===== src/rtl/key_debounce_ctrl.sv =====
// key_debounce_ctrl: synchronises and debounces raw active-low push buttons.
// Each key gets its own 2-FF synchroniser, debounce FSM and counter. The block produces a clean
// level and one-cycle press/release pulses for each key.
// Optional long-press pulse: define KEY_LONG_PRESS_EN to build the per-key long counters.
// When the macro is not defined, key_long is tied to 0.
module key_debounce_ctrl #(
  parameter int unsigned NUM_KEYS        = 4,
  parameter int unsigned DEBOUNCE_CYCLES = 1000000,
  parameter int unsigned LONG_CYCLES     = 50000000
) (
  input  logic                clk,
  input  logic                rst_n,
  input  logic [NUM_KEYS-1:0] key_in,
  output logic [NUM_KEYS-1:0] key_level,
  output logic [NUM_KEYS-1:0] key_press,
  output logic [NUM_KEYS-1:0] key_release,
  output logic [NUM_KEYS-1:0] key_long
);

  localparam int unsigned MaxCycles = (DEBOUNCE_CYCLES > LONG_CYCLES) ? DEBOUNCE_CYCLES
                                                                       : LONG_CYCLES;
  localparam int unsigned CntW      = $clog2(MaxCycles) + 1;
  localparam logic [CntW-1:0] DebLast = CntW'(DEBOUNCE_CYCLES - 1);
`ifdef KEY_LONG_PRESS_EN
  localparam logic [CntW-1:0] LongLast = CntW'(LONG_CYCLES - 1);
`endif

  typedef enum logic [1:0] {StIdle, StWaitDown, StDown, StWaitUp} state_e;

  logic [NUM_KEYS-1:0] sync1_q, sync2_q;
  logic [NUM_KEYS-1:0] key_down;

  state_e [NUM_KEYS-1:0]          state_q, state_d;
  logic   [NUM_KEYS-1:0][CntW-1:0] cnt_q, cnt_d;
  logic   [NUM_KEYS-1:0]          level_q, level_d;
  logic   [NUM_KEYS-1:0]          press_q, press_d;
  logic   [NUM_KEYS-1:0]          release_q, release_d;
`ifdef KEY_LONG_PRESS_EN
  logic   [NUM_KEYS-1:0][CntW-1:0] long_cnt_q, long_cnt_d;
  logic   [NUM_KEYS-1:0]          long_q, long_d;
`endif

  // Raw pins are active-low, so an inverted synchroniser output reads as "down"
  assign key_down = ~sync2_q;

  // Next-state logic for each key's debounce FSM, counters and registered pulses
  always_comb begin
    for (int i = 0; i < NUM_KEYS; i++) begin
      state_d[i]   = state_q[i];
      cnt_d[i]     = cnt_q[i];
      level_d[i]   = level_q[i];
      press_d[i]   = 1'b0;
      release_d[i] = 1'b0;
`ifdef KEY_LONG_PRESS_EN
      long_cnt_d[i] = long_cnt_q[i];
      long_d[i]     = 1'b0;
`endif
      unique case (state_q[i])
        StIdle: begin
          level_d[i] = 1'b0;
          if (key_down[i]) begin
            state_d[i] = StWaitDown;
            cnt_d[i]   = '0;
          end
        end
        StWaitDown: begin
          if (!key_down[i]) begin
            state_d[i] = StIdle;
          end else if (cnt_q[i] == DebLast) begin
            state_d[i] = StDown;
            press_d[i] = 1'b1;
            level_d[i] = 1'b1;
            cnt_d[i]   = '0;
`ifdef KEY_LONG_PRESS_EN
            long_cnt_d[i] = '0;
`endif
          end else begin
            cnt_d[i] = cnt_q[i] + 1'b1;
          end
        end
        StDown: begin
          level_d[i] = 1'b1;
          if (!key_down[i]) begin
            state_d[i] = StWaitUp;
            cnt_d[i]   = '0;
          end
`ifdef KEY_LONG_PRESS_EN
          // Saturation at LongLast doubles as the fire-once flag
          else if (long_cnt_q[i] != LongLast) begin
            long_cnt_d[i] = long_cnt_q[i] + 1'b1;
            long_d[i]     = (long_cnt_d[i] == LongLast);
          end
`endif
        end
        StWaitUp: begin
          level_d[i] = 1'b1;
          if (key_down[i]) begin
            // Release bounce: resume DOWN with long-press status retained
            state_d[i] = StDown;
          end else if (cnt_q[i] == DebLast) begin
            state_d[i]   = StIdle;
            release_d[i] = 1'b1;
            level_d[i]   = 1'b0;
            cnt_d[i]     = '0;
`ifdef KEY_LONG_PRESS_EN
            long_cnt_d[i] = '0;
`endif
          end else begin
            cnt_d[i] = cnt_q[i] + 1'b1;
          end
        end
        default: state_d[i] = StIdle;
      endcase
    end
  end

  // Synchroniser, FSM state, counters and output registers; async clear to released/idle
  always_ff @(posedge clk or negedge rst_n) begin
    if (!rst_n) begin
      sync1_q   <= '1;
      sync2_q   <= '1;
      cnt_q     <= '0;
      level_q   <= '0;
      press_q   <= '0;
      release_q <= '0;
      for (int i = 0; i < NUM_KEYS; i++) begin
        state_q[i] <= StIdle;
      end
`ifdef KEY_LONG_PRESS_EN
      long_cnt_q <= '0;
      long_q     <= '0;
`endif
    end else begin
      sync1_q   <= key_in;
      sync2_q   <= sync1_q;
      state_q   <= state_d;
      cnt_q     <= cnt_d;
      level_q   <= level_d;
      press_q   <= press_d;
      release_q <= release_d;
`ifdef KEY_LONG_PRESS_EN
      long_cnt_q <= long_cnt_d;
      long_q     <= long_d;
`endif
    end
  end

  assign key_level   = level_q;
  assign key_press   = press_q;
  assign key_release = release_q;
`ifdef KEY_LONG_PRESS_EN
  assign key_long    = long_q;
`else
  assign key_long    = '0;
`endif

endmodule


===== config.mk =====
export PLATFORM = sky130hd
export DESIGN_NAME = key_debounce_ctrl
export DESIGN_NICKNAME = d
export VERILOG_FILES = /design/src/rtl/key_debounce_ctrl.sv
export SDC_FILE = /design/constraint.sdc
export NUM_CORES = 1
export LEC_CHECK = 0
export ABC_AREA = 1
export BUFFER_PORTS_ARGS = -buffer_cell sky130_fd_sc_hd__clkbuf_2
export CAP_MARGIN = 20
export CORE_ASPECT_RATIO = 1.2
export CORE_UTILIZATION = 50
export DETAILED_ROUTE_END_ITERATION = 8
export HOLD_SLACK_MARGIN = 0.02
export PLACE_DENSITY = 0.71
export SLEW_MARGIN = 20
export SYNTH_ARGS = -nofsm -noshare
export SYNTH_HDL_FRONTEND = slang
export SYNTH_SLANG_ARGS = --single-unit
export TNS_END_PERCENT = 5

===== constraint.sdc =====
create_clock -name clk -period 2.1 [get_ports clk]
set_input_delay 0 -clock clk [delete_from_list [all_inputs] [get_ports clk]]
set_output_delay 0 -clock clk [all_outputs]
set_load 0.05 [all_outputs]

==> results.toml, run 1 <==
[run_status]
result_of_the_run = "complete, no violations"

[global_route]
grt_pass1_wl_mm = 31.8
grt.met1_usage_pct = 29.0
antenna_violations_before_repair = 0
use_met2_pct = 39.2
grt_most_used_layer = "met2"
number_of_global_route_vias_before_repair = 7005
grt.met3_usage_pct = 3.43
grt_start_max_net_pins = 60
global_route_total_usage_across_every_layer_pct = 22.9
grt_overflow_total = 0

[sta]
final-max-slew-violation-count = 0
post-route-worst-setup-slack_ns = 0.144
report.final.setup_viol = 0
final-hold-violation-count = 0
max_slew_margin_pct = 62.5
final_cycle_share_pct = 93.1
tightest_slew_ns = 0.563
finalHoldWorstSlack_ns = 0.112
final.setup.tns_ns = 0
final.setup_skew_ns = 0.00939
min_period_ns = 1.96
fmaxAchievable_mhz = 511

[floorplanning]
placement_rows = 51
fp.dieW_um = 120
floorplan.io_pins = 22
fp.dieArea_um2 = 17400
initial_cell_density_of_the_core_pct = 51.6
floorplan.die.height_um = 144
core-area_um2 = 16300

[logic_synthesis]
yosys.area.top_type_share_pct = 38.0
synth.largest_area_cell = "sky130_fd_sc_hd__dfrtp_1"
ys_types = 39
synth-seq-area-share_pct = 40.5
asyncSetResetFlopFracSynth_pct = 100
post_synth_and_or_nand_nor_area_fraction_pct = 37.3
yosys-top-cells-area = "sky130_fd_sc_hd__dfrtp_1 (38%), sky130_fd_sc_hd__nand2_1 (13%), sky130_fd_sc_hd__nor2_1 (9.8%)"
post_synth_xor_area_fraction_pct = 6.03
area_fraction_in_compound_gates_after_synthesis_pct = 4.23
synth-main-ff-cell = "sky130_fd_sc_hd__dfrtp_1"
post-synth-top-count-cell = "sky130_fd_sc_hd__nand2_1"
number_of_enable_type_register_cells_in_the_synthesized_netlist = 0
synth_adder_area_share_pct = 2.97
synth_top_family_by_area = "simple AND/OR/NAND/NOR gates"
synth_cells = 1173
synth.area.mux_share_pct = 0
synthTopCellsByCount = "sky130_fd_sc_hd__nand2_1 (301), sky130_fd_sc_hd__nor2_1 (220), sky130_fd_sc_hd__inv_1 (133)"
yosys_warnings = 0
synth_area_um2 = 8420
yosys_register_bits = 136
avgSynthCellArea_um2 = 7.18

[setup_path]
endpoint_kind = "flop"
start_kind = "flop"
arrival_ns = 2.25
critPathMaxFanout = 7
required_ns = 2.40
critical_path_class = "reg2reg"

[cells_and_area]
fillCellCount = 1575
fin_nets = 1245
final_area_um2 = 9430
area_growth_pct = 12.0
n_antenna_cell = 0
drive_gt1_share_pct = 9.58
multi_input_area_um2 = 4280
seq_area_um2 = 3410
final_standard_cell_utilization_of_the_core_pct = 57.8

[route]
number_of_vias_per_cell_after_detailed_routing = 5.09
drt-pass1-iter-count = 7
number_of_drc_markers_after_the_initial_detailed_route_iteration = 463
drt_drc_violations_left = 0
detail_route.wl_per_cell_um = 12.9
ant_nets = 0
via_count = 7357
detail_route.wirelength_mm = 18.6

[clock_network]
cts_buffers = 17
clk_path_buf_depth = 2
number_of_h_tree_levels = 4
clkSlewWorstSetupHoldPaths_ns = 0.06
clock_insertion_delay_worst_skew_ns = 0.43
tritoncts = "yes"
clock_sink_count = 136
clk_root_buffer_cell = "sky130_fd_sc_hd__clkbuf_16"

[place]
preCtsSetupSlack_ns = 0.117
hpwlAfterDp_mm = 13.8
globalplace.congestion = 0.950
placed_cell_area_um2 = 8760
placement.io_buffers = 17

[hold_path]
timing.hold.worst.class = "in2async"

[pwr]
power.density_nw_per_um2 = 960
leakagePower_uw = 0.00428
max-vdd-ir-drop_uv = 646

[flow_run]
max-cap-violations = 0
==> flip-flops by register name, indices dropped and copies added (netlist names), named ones only <==
| register | count |
|---|---|
| key_level | 4 |
| key_release | 4 |
| cnt_q | 108 |
| key_press | 4 |
| sync2_q | 4 |
| sync1_q | 4 |
| state_q | 4 |
==> layout by cell type (no fill, tap or decap), drive strengths merged, types with 3 or more instances in the layout <==
| master | count |
|---|---|
| nand3 | 78 |
| clkbuf | 34 |
| clkinv | 8 |
| xor2 | 52 |
| nand2 | 309 |
| dlygate4sd3 | 5 |
| nor3 | 52 |
| ha | 20 |
| dfrtp | 128 |
| and2 | 3 |
| o21ai | 47 |
| nand4 | 43 |
| xnor2 | 6 |
| o211ai | 3 |
| nand3b | 9 |
| dfstp | 8 |
| buf | 27 |
| a31oi | 3 |
| nor3b | 3 |
| conb | 4 |
| a21oi | 6 |
| inv | 145 |
| nor2 | 230 |
==> critical path, cell delays in order, from the launching register on <==
cell and delay, ns:
sky130_fd_sc_hd__dfrtp_1 0.44, sky130_fd_sc_hd__ha_1 0.27, sky130_fd_sc_hd__nand2_1 0.10, sky130_fd_sc_hd__nand2_1 0.09, sky130_fd_sc_hd__nor2_4 0.23, sky130_fd_sc_hd__nand2_2 0.13, sky130_fd_sc_hd__nor2_2 0.22, sky130_fd_sc_hd__inv_1 0.11
sky130_fd_sc_hd__nor3_1 0.16, sky130_fd_sc_hd__nor3_1 0.07
==> metrics by stage <==
step | std cells | total power (µW)
after floorplan | 1176 | 5480
after global placement | 1402 | 6020
after detailed placement | 1402 | 6070
after CTS | 1439 | 9030
after global routing | 1444 | 9650
final | 1444 | 9060
==> what timing repair did <==
action / CTS / global route
setup buffers: 0 / 5
gates resized for setup: 0 / 5
endpoints found under the hold margin: 106 / 0
setup endpoints to repair: 0 / 24
hold buffers: 5 / 0
==> kinds of logic (layout without fill, tap and decap cells) <==
family | Yosys count | in the layout
buffers and inverters | 167 | 223
flip-flops | 136 | 136
AND/OR/NAND/NOR | 727 | 727
AO/OA/AOI/OAI | 64 | 64
XOR/XNOR | 58 | 58
adder cells (fa/ha/maj) | 20 | 20
other | 1 | 4
==> area by class of cell <==
cell class / instances / share of cell area (%)
Multi-Input combinational cell: 873 / 45.3
Sequential cell: 136 / 36.2
Inverter: 143 / 5.85
Clock buffer: 18 / 4.55
Timing Repair Buffer: 48 / 3.70
Tap cell: 212 / 2.81
Clock inverter: 14 / 1.56
==> worst paths after layout <==
check                      slack, ns                      to  cells after the start              startpoint
max in group asynchronous       1.26    sync2_q[3]$_DFF_PN1_                      3                   rst_n
min in group clk                0.21    sync1_q[1]$_DFF_PN1_                      2               key_in[1]
min                             0.11  state_q[2]$_DFFE_PN0P_                      2                   rst_n
min reg2reg                     0.35    sync2_q[0]$_DFF_PN1_                      0    sync1_q[0]$_DFF_PN1_
max                             0.14   cnt_q[72]$_DFFE_PN0P_                      9  state_q[4]$_DFFE_PN0P_
max reg2reg                     0.14   cnt_q[72]$_DFFE_PN0P_                      9  state_q[4]$_DFFE_PN0P_
==> metal layers <==
layer / up-vias / routed length (µm)
met5: - / 0
met4: 0 / 326
met3: 28 / 631
met2: 146 / 9130
met1: 3400 / 8490
li1: 3783 / -
==> power breakdown <==
group	internal, µW	switching [µW]
clock	1750	1180
sequential	2860	215
combinational	952	2110
No activity file was read; power rests on OpenSTA's default activity.
==> run 2, diff against run 1 <==
GPL_ROUTABILITY_DRIVEN = 0   (was default)
clock period = 1.85 ns   (was 2.1 ns; I/O delays follow)
==> results.toml, run 2 (synthesis gave the netlist of run 1 again) <==
[setup_path]
endpoint_kind = "flop"
arrival_ns = 2.09
timing.critical_path.cells = "buf_4, ha_1, nand2_1, nand2_2, nor2_4, buf_4, nand2_1, nor2_1, xor2_1, nor2_1"
required_ns = 2.16
reg2reg_slack_ns = 0.07
start_kind = "flop"
critical_path_class = "reg2reg"
max_stage_delay_ns = 0.41
critPathMaxFanout = 6
timing.critical_path.slowest_stage_cell = "sky130_fd_sc_hd__dfrtp_1"

[sta]
tightest_slew_ns = 0.497
final-hold-violation-count = 0
report.final.setup_viol = 0
fmaxAchievable_mhz = 562
post-route-worst-setup-slack_ns = 0.0710
final-max-slew-violation-count = 0
max_slew_margin_pct = 66.6
final_cycle_share_pct = 96.2
final.setup_skew_ns = 0.00674
min_period_ns = 1.78
rsz0062_at_grt = "yes"

[place]
hpwlAfterDp_mm = 13.7
preCtsSetupSlack_ns = -0.00982
placement.io_buffers = 17

[run_status]
result_of_the_run = "complete, no violations"

[route]
ant_nets = 0
met2RoutedLength_mm = 9.46
drt-pass1-iter-count = 6
route.layer.met1.wl_mm = 8.73
detail_route.wl_per_cell_um = 13.2
number_of_vias_per_cell_after_detailed_routing = 5.23
top_layer = "met4"
via_count = 7699
number_of_drc_markers_after_the_initial_detailed_route_iteration = 618
wl_met3_um = 844
drt_drc_violations_left = 0
detail_route.wirelength_mm = 19.5

[cells_and_area]
fin_nets = 1272
fillCellCount = 1465
mostFrequentLayoutCells = "sky130_fd_sc_hd__nand2_1 (297), sky130_fd_sc_hd__nor2_1 (217), sky130_fd_sc_hd__inv_1 (132)"
final_common_cell = "sky130_fd_sc_hd__nand2_1"
largest_reg_flops = 108
seq_area_um2 = 3420
drive_gt1_share_pct = 13.9
multi_input_area_um2 = 4380
register_name_with_the_most_flops = "cnt_q"
area_growth_pct = 17.9
n_antenna_cell = 0

[pwr]
power.density_nw_per_um2 = 1160
max-vdd-ir-drop_uv = 1190
leakagePower_uw = 0.00448
power.total_uw = 11500

[clock_network]
clock_insertion_delay_worst_skew_ns = 0.43
clock_sink_count = 136
tritoncts = "yes"
clk_root_buffer_cell = "sky130_fd_sc_hd__clkbuf_16"
number_of_h_tree_levels = 4
cts_buffers = 17
clkSlewWorstSetupHoldPaths_ns = 0.06
clk_path_buf_depth = 2

[global_route]
grt_pass1_wl_mm = 33.3
global_route_total_usage_across_every_layer_pct = 23.9
antenna_violations_before_repair = 0
grt_start_max_net_pins = 49
number_of_global_route_vias_before_repair = 7404
grt_overflow_total = 0

[floorplanning]
placement_rows = 51
floorplan.io_pins = 22
fp.dieArea_um2 = 17400
floorplan.die.height_um = 144
initial_cell_density_of_the_core_pct = 51.6
fp.dieW_um = 120
core-area_um2 = 16300

[flow_run]
max-cap-violations = 0

[hold_path]
timing.hold.worst.class = "in2async"
run 2: cell count changes in the layout (fill, tap and decap cells not counted), sizes merged:
| cell | change |
|---|---|
| inv | -2 |
| clkbuf | +4 |
| clkinv | -4 |
| clkinvlp | -1 |
| bufinv | +4 |
| buf | +26 |
run 2: critical path, delay by kind of cell (launching register included):
kind / cells / cell delay [ns]
XOR/XNOR: 1 / 0.17
adder cells (fa/ha/maj): 1 / 0.19
buffers and inverters: 2 / 0.30
flip-flops: 1 / 0.41
AND/OR/NAND/NOR: 6 / 0.59
run 2: report_power, final:
group / total (µW) / switching, µW / leakage (µW) / internal [µW]
Clock: 3960 / 1320 / 0.000331 / 2640
Sequential: 3500 / 246 / 0.00184 / 3250
Combinational: 4060 / 2620 / 0.00232 / 1440
Total: 11500 / 4180 / 0.00448 / 7340
run 2: repair_timing:
item	in CTS	in global routing
gates resized for setup	2	47
hold endpoints to repair	132	0
cloned	0	1
pin swaps	0	7
buffers inserted	0	8
endpoints found under the setup margin	3	77
hold buffers	5	0
run 2: through the flow:
stage / instance area [µm²] / utilization [%] / setup TNS, ns / hold slack [ns] / instances
3_3_place_gp: 8990 / 55.0 / 0 / -0.0255 / 1425
6_report: 9930 / 60.8 / 0 / 0.0863 / 1471
4_1_cts: 9730 / 59.6 / -0.000528 / 0.0871 / 1462
2_1_floorplan: 8430 / - / 0 / -0.296 / 1176
3_5_place_dp: 8990 / 55.0 / -0.0241 / -0.0239 / 1425
5_1_grt: 9930 / 60.8 / -0.191 / 0.124 / 1471
run 2: final cells by class:
cell class,instances,area share [%]
clock buffers,22,4.78
clock inverters,10,2.16
inverters,143,5.63
multi-input cells,873,44.1
flip-flops and latches,136,34.5
well taps,212,2.67
repair buffers,74,6.11
repair inverters,1,0.0630
run 2: metal layers:
layer	GRT usage (%)	up-vias
met2	40.8	220
met4	9.42	0
met3	4.06	42
li1	-	3845
met1	30.2	3592
met5	0	-
run 2: path summary, 6_finish.rpt:
path	cells after the start	endpoint
max in group asynchronous	3	sync2_q[0]$_DFF_PN1_
min reg2reg	0	sync2_q[3]$_DFF_PN1_
max	10	cnt_q[61]$_DFFE_PN0P_
max reg2reg	10	cnt_q[61]$_DFFE_PN0P_
min	2	cnt_q[35]$_DFFE_PN0P_
min in group clk	2	sync1_q[1]$_DFF_PN1_
